`src/rtl/path_decoder.sv`:
```
// Path decoder: pops stored locations one at a time from an upstream path
// store and turns each pair of neighbouring locations into a 2-bit move code
// (00 up / Y-1, 01 right / X+1, 10 down / Y+1, 11 left / X-1), handed to a
// downstream consumer over a valid/ready handshake.
//
// A location word carries X in its upper COORD_W bits and Y in its lower
// COORD_W bits. Two locations are adjacent only if exactly one coordinate
// differs by exactly one, with no wrap-around at the grid edge. A repeated
// location, a non-adjacent step, or one move more than MAX_STEPS ends the
// decode with err; draining the store cleanly ends it with finished.
//
// Handshake with the store: pop is a one-cycle request raised in the POP
// state, and the word appears on locIn in the following cycle (LOAD), where
// it is registered into cur.
module path_decoder #(
    parameter int COORD_W   = 4,
    parameter int MAX_STEPS = 255
) (
    input  logic                 clk,
    input  logic                 rst,
    input  logic                 start,
    input  logic                 empStck,
    input  logic [2*COORD_W-1:0] locIn,
    output logic                 pop,
    output logic [1:0]           dirOut,
    output logic                 dirValid,
    input  logic                 dirReady,
    output logic [7:0]           stepCnt,
    output logic                 finished,
    output logic                 err
);

    localparam int LOC_W = 2 * COORD_W;

    // Move codes as seen on dirOut.
    localparam logic [1:0] DIR_UP    = 2'b00;
    localparam logic [1:0] DIR_RIGHT = 2'b01;
    localparam logic [1:0] DIR_DOWN  = 2'b10;
    localparam logic [1:0] DIR_LEFT  = 2'b11;

    // Coordinates are compared one bit wider so that +1 at the grid edge
    // carries out instead of wrapping back to zero.
    localparam logic [COORD_W:0] ONE = (COORD_W + 1)'(1);

    typedef enum logic [2:0] {
        IDLE,
        POP,
        LOAD,
        CHECK,
        EMIT,
        DONE,
        ERR
    } state_t;

    state_t             state;
    logic [LOC_W-1:0]   prev_loc;
    logic [LOC_W-1:0]   cur_loc;
    logic               first_seen;

    logic [COORD_W:0]   prev_x;
    logic [COORD_W:0]   prev_y;
    logic [COORD_W:0]   cur_x;
    logic [COORD_W:0]   cur_y;

    logic               x_same;
    logic               y_same;
    logic               x_inc;
    logic               x_dec;
    logic               y_inc;
    logic               y_dec;

    logic               step_ok;
    logic [1:0]         step_dir;
    logic               at_limit;

    // Split both locations into zero-extended X and Y coordinates.
    assign prev_x = {1'b0, prev_loc[LOC_W-1:COORD_W]};
    assign prev_y = {1'b0, prev_loc[COORD_W-1:0]};
    assign cur_x  = {1'b0, cur_loc[LOC_W-1:COORD_W]};
    assign cur_y  = {1'b0, cur_loc[COORD_W-1:0]};

    // Per-axis relations between the previous and the current location.
    assign x_same = (cur_x == prev_x);
    assign y_same = (cur_y == prev_y);
    assign x_inc  = (cur_x == prev_x + ONE);
    assign x_dec  = (cur_x + ONE == prev_x);
    assign y_inc  = (cur_y == prev_y + ONE);
    assign y_dec  = (cur_y + ONE == prev_y);

    // No room left for another move once the accepted count reaches the
    // limit; stepCnt is 8 bits, so MAX_STEPS above 255 cannot be honoured.
    assign at_limit = (int'(stepCnt) >= MAX_STEPS);

    // Classify the step prev -> cur: legal only when one axis is unchanged
    // and the other moves by exactly one; also pick the matching move code.
    always_comb begin
        step_ok  = 1'b0;
        step_dir = DIR_UP;
        if (x_same && y_dec) begin
            step_ok  = 1'b1;
            step_dir = DIR_UP;
        end else if (y_same && x_inc) begin
            step_ok  = 1'b1;
            step_dir = DIR_RIGHT;
        end else if (x_same && y_inc) begin
            step_ok  = 1'b1;
            step_dir = DIR_DOWN;
        end else if (y_same && x_dec) begin
            step_ok  = 1'b1;
            step_dir = DIR_LEFT;
        end
    end

    // Main controller. All outputs are registered here. pop is raised on the
    // edge that enters POP, using the store's empty flag at that edge, so it
    // is high for exactly the one cycle spent in POP; POP then follows pop:
    // a request was made -> LOAD, no request (store empty) -> DONE.
    always_ff @(posedge clk or posedge rst) begin
        if (rst) begin
            state      <= IDLE;
            pop        <= 1'b0;
            dirOut     <= DIR_UP;
            dirValid   <= 1'b0;
            stepCnt    <= 8'd0;
            finished   <= 1'b0;
            err        <= 1'b0;
            prev_loc   <= '0;
            cur_loc    <= '0;
            first_seen <= 1'b0;
        end else begin
            case (state)
                IDLE, DONE, ERR: begin
                    if (start) begin
                        state      <= POP;
                        pop        <= ~empStck;
                        stepCnt    <= 8'd0;
                        first_seen <= 1'b0;
                        finished   <= 1'b0;
                        err        <= 1'b0;
                    end
                end

                POP: begin
                    pop <= 1'b0;
                    if (pop) begin
                        state <= LOAD;
                    end else begin
                        state    <= DONE;
                        finished <= 1'b1;
                    end
                end

                LOAD: begin
                    cur_loc <= locIn;
                    state   <= CHECK;
                end

                CHECK: begin
                    if (!first_seen) begin
                        prev_loc   <= cur_loc;
                        first_seen <= 1'b1;
                        state      <= POP;
                        pop        <= ~empStck;
                    end else if (!step_ok || at_limit) begin
                        state <= ERR;
                        err   <= 1'b1;
                    end else begin
                        dirOut   <= step_dir;
                        dirValid <= 1'b1;
                        prev_loc <= cur_loc;
                        state    <= EMIT;
                    end
                end

                EMIT: begin
                    if (dirValid && dirReady) begin
                        stepCnt  <= stepCnt + 8'd1;
                        dirValid <= 1'b0;
                        state    <= POP;
                        pop      <= ~empStck;
                    end
                end

                default: begin
                    state <= IDLE;
                    pop   <= 1'b0;
                end
            endcase
        end
    end

endmodule

```
`config.mk`:
```
export PLATFORM = sky130hd
export DESIGN_NAME = path_decoder
export DESIGN_NICKNAME = d
export VERILOG_FILES = /design/src/rtl/path_decoder.sv
export SDC_FILE = /design/constraint.sdc
export NUM_CORES = 1
export LEC_CHECK = 0
export CAP_MARGIN = 25
export CORE_ASPECT_RATIO = 1.2
export CORE_MARGIN = 4
export CORE_UTILIZATION = 30
export DETAILED_ROUTE_END_ITERATION = 10
export GPL_TIMING_DRIVEN = 0
export PLACE_DENSITY = 0.48
export REMOVE_ABC_BUFFERS = 1
export SYNTH_ARGS = -nofsm -noshare
export SYNTH_HDL_FRONTEND = slang
export SYNTH_SLANG_ARGS = --single-unit
```
`constraint.sdc`:
```
create_clock -name clk -period 2.5 [get_ports clk]
set_input_delay 0.5 -clock clk [delete_from_list [all_inputs] [get_ports clk]]
set_output_delay 0.5 -clock clk [all_outputs]
set_load 0.005 [all_outputs]
```
==> impl_metrics.toml <==
[run_status]
status = "completed"

[cts]
cts_tree = "built"
clk_latency_ns = 0.29
clk_path_buf_depth = 2
clock_sinks = 34
htree_levels = 2
cts_inserted_buffers = 5
clkTransAtPathRegs_ns = 0.07
root_buffer = "clkbuf_8"

[layout]
fin_area_mm2 = 0.00243
final-seq-area_um2 = 851
fill_cells = 682
antenna_cells = 0
layout.nets = 234
drive_gt1_share_pct = 15.7
area_delta_synth_final_pct = 23.5
multi_input_area_mm2 = 0.00106

[floorplanning]
initial_core_util_pct = 30.8
die-area_mm2 = 0.00794
row_count = 32
io_pins = 27
core_mm2 = 0.00641
die_y_um = 96.8
die_x_um = 82.0

[detailed_routing]
drt_first_iter_violations = 41
wl_per_cell_um = 13.2
drt_wl_total_um = 3990
route.detailed.drc = 0
vias = 1408
first_pass_iters = 4
routed_via_density = 4.66
drtAntennaViolNets = 0

[sta]
rsz0062_at_grt = "no"
layout_worst_path_cycle_share_pct = 93.5
relSlewSlack_pct = 41.7
setup-violations-final = 0
clock_skew_ns = 0.00704
whs_ns = 0.513
hold_viol_final = 0
drv_slew = 0
worst_slew_pin_slew_ns = 0.872
fmax_mhz = 428
finalCriticalPeriod_ns = 2.34
fin_ws_ns = 0.163

[grt]
grt_pass1_vias = 1404
grt_overflow = 0
grt_use_total_pct = 11.0
grt_pass1_wl_um = 6760
antenna_found_initial = 0
grt_max_degree = 23

[worst_setup_path]
end_kind = "flop"
critical_path_buf_inv_count = 0
crit_path_top_delay_cell = "dfrtp_1"
critical_path_class = "reg2reg"
required_ns = 2.67
cp_data_arrival_time_ns = 2.51
cp_cell_sequence = "ha_1 -> nor2b_1 -> a211oi_2 -> a2111oi_4 -> o21ai_2 -> a21oi_2 -> o21a_4 -> mux2_4"
start_kind = "flop"
path_max_fanout = 8
crit_family = "compound AO/OA/AOI/OAI gates"
crit_path_max_incr_delay_ns = 0.45

[yosys]
synth_area_leaders = "dfrtp_1 (43%), xor2_1 (6.2%), mux2_4 (6.1%)"
synth_enable_flop_cells = 0
yosysTopAreaCellShare_pct = 43.1
yosysWarnings = 0
syn_inst = 187
yosysTopAreaCell = "dfrtp_1"
synth_seq_cells = 34
synthTopCellsByCount = "dfrtp_1 (34), nor2_1 (15), xor2_1 (14)"
synth_cell_types = 43
seq_area_frac_synth_pct = 43.1
yosysMostFrequentCell = "dfrtp_1"
synthFlopType = "dfrtp_1"
syn_area_mm2 = 0.00197
synthArstFlopShare_pct = 100
avgSynthCellArea_um2 = 10.5

[placed_design]
numPortBuffers = 26
place_area_mm2 = 0.00234
post-place-ws_ns = -0.129
place.gp.congestion = 0.747
dp_hpwl_um = 2960

[power_and_ir_drop]
p_leak_nw = 1.02
peakVddDrop_mv = 0.469
cellPowerDensity_mw_per_mm2 = 1130

[worst_hold_path]
hold_path.class = "reg2reg"

[run]
cap_violations = 0
==> layout by cell type, fill, tap and decap left out, types with 2 or more instances in the layout <==
master           instances
clkdlybuf4s50_1         26
and3_1                   5
nor2_1                  15
xnor2_1                  9
ha_1                     5
a211oi_2                 3
clkbuf_8                 6
nor2b_1                  3
nand2b_1                 4
xor2_1                  14
mux2_4                   8
o32ai_1                  2
mux2_2                   8
nor3b_1                  4
nor3_1                   2
dfrtp_1                 34
nand2_1                 11
a21oi_1                  5
o21ai_0                 10
nand3_1                  7
inv_1                    9
o21ai_2                  2
a211oi_1                 2
==> worst register-to-register path: stages (launching register included) <==
cell	delay, ns
dfrtp_1	0.45
ha_1	0.27
nor2b_1	0.15
a211oi_2	0.07
a2111oi_4	0.36
o21ai_2	0.11
a21oi_2	0.22
o21a_4	0.26
mux2_4	0.32
==> through the flow <==
stage / utilization [%] / TNS, ns / std cells / total power, mW
after floorplan: - / 0 / 182 / 1.99
after global placement: 36.0 / -0.830 / 293 / 2.33
after detailed placement: 36.5 / -1.02 / 294 / 2.34
after CTS: 37.9 / 0 / 302 / 2.79
after global routing: 38.0 / 0 / 302 / 2.99
final: 38.0 / 0 / 302 / 2.75
==> layout make-up <==
class,count,share of cell area (%)
multi-input combinational,139,43.7
sequential,34,34.9
timing repair buffer,27,11.8
tap,85,4.37
clock buffer,7,3.55
inverter,9,1.39
clock inverter,1,0.206
==> registers in the layout, indices dropped and copies added (netlist names) <==
name and cells:
first_seen 1, finished 1, dirOut 2, stepCnt 8
pop 1, dirValid 1, prev_loc 8, cur_loc 8
err 1, state 3
==> final timing paths <==
check                                 from     endpoint  slack, ns  cells past startpoint
worst max-delay path            cur_loc[5]  prev_loc[4]       0.16                      8
min in group asynchronous              rst  prev_loc[2]       0.57                      2
max in group asynchronous              rst   cur_loc[6]       1.43                      3
worst min register to register    finished     finished       0.51                      2
worst max register to register  cur_loc[5]  prev_loc[4]       0.16                      8
worst min-delay path              finished     finished       0.51                      2
==> timing repair <==
action / CTS / global route
endpoints found under the setup margin: 8 / 8
setup buffers: 0 / 0
resized for setup: 1 / 1
hold buffers: 0 / 0
==> power breakdown <==
part           internal, mW  leakage [nW]  switching [mW]
clock                 0.222        0.0482           0.208
sequential            0.749         0.436           0.292
combinational         0.684         0.536           0.594
==> cells by family (layout without fill, tap and decap cells) <==
logic type      Yosys count  count (layout)  share of synthesized area, %
xor+xnor                 23              23                          10.2
simple gates             57              57                          14.7
mux                      16              16                          10.7
buf+inv                  14              44                          3.24
flops                    34              34                          43.1
compound gates           38              38                          14.9
fa+ha+maj                 5               5                          3.17
==> metal layers <==
metal / GRT usage [%] / wire (um) / vias up / share of wire [%]
met5: 0 / 0 / - / 0
met2: 16.9 / 1930 / 23 / 48
met3: 2.79 / 164 / 7 / 4.1
li1: - / - / 716 / -
met1: 14.3 / 1820 / 662 / 46
met4: 4.60 / 73 / 0 / 1.8
(Power assumes the default switching activity.)
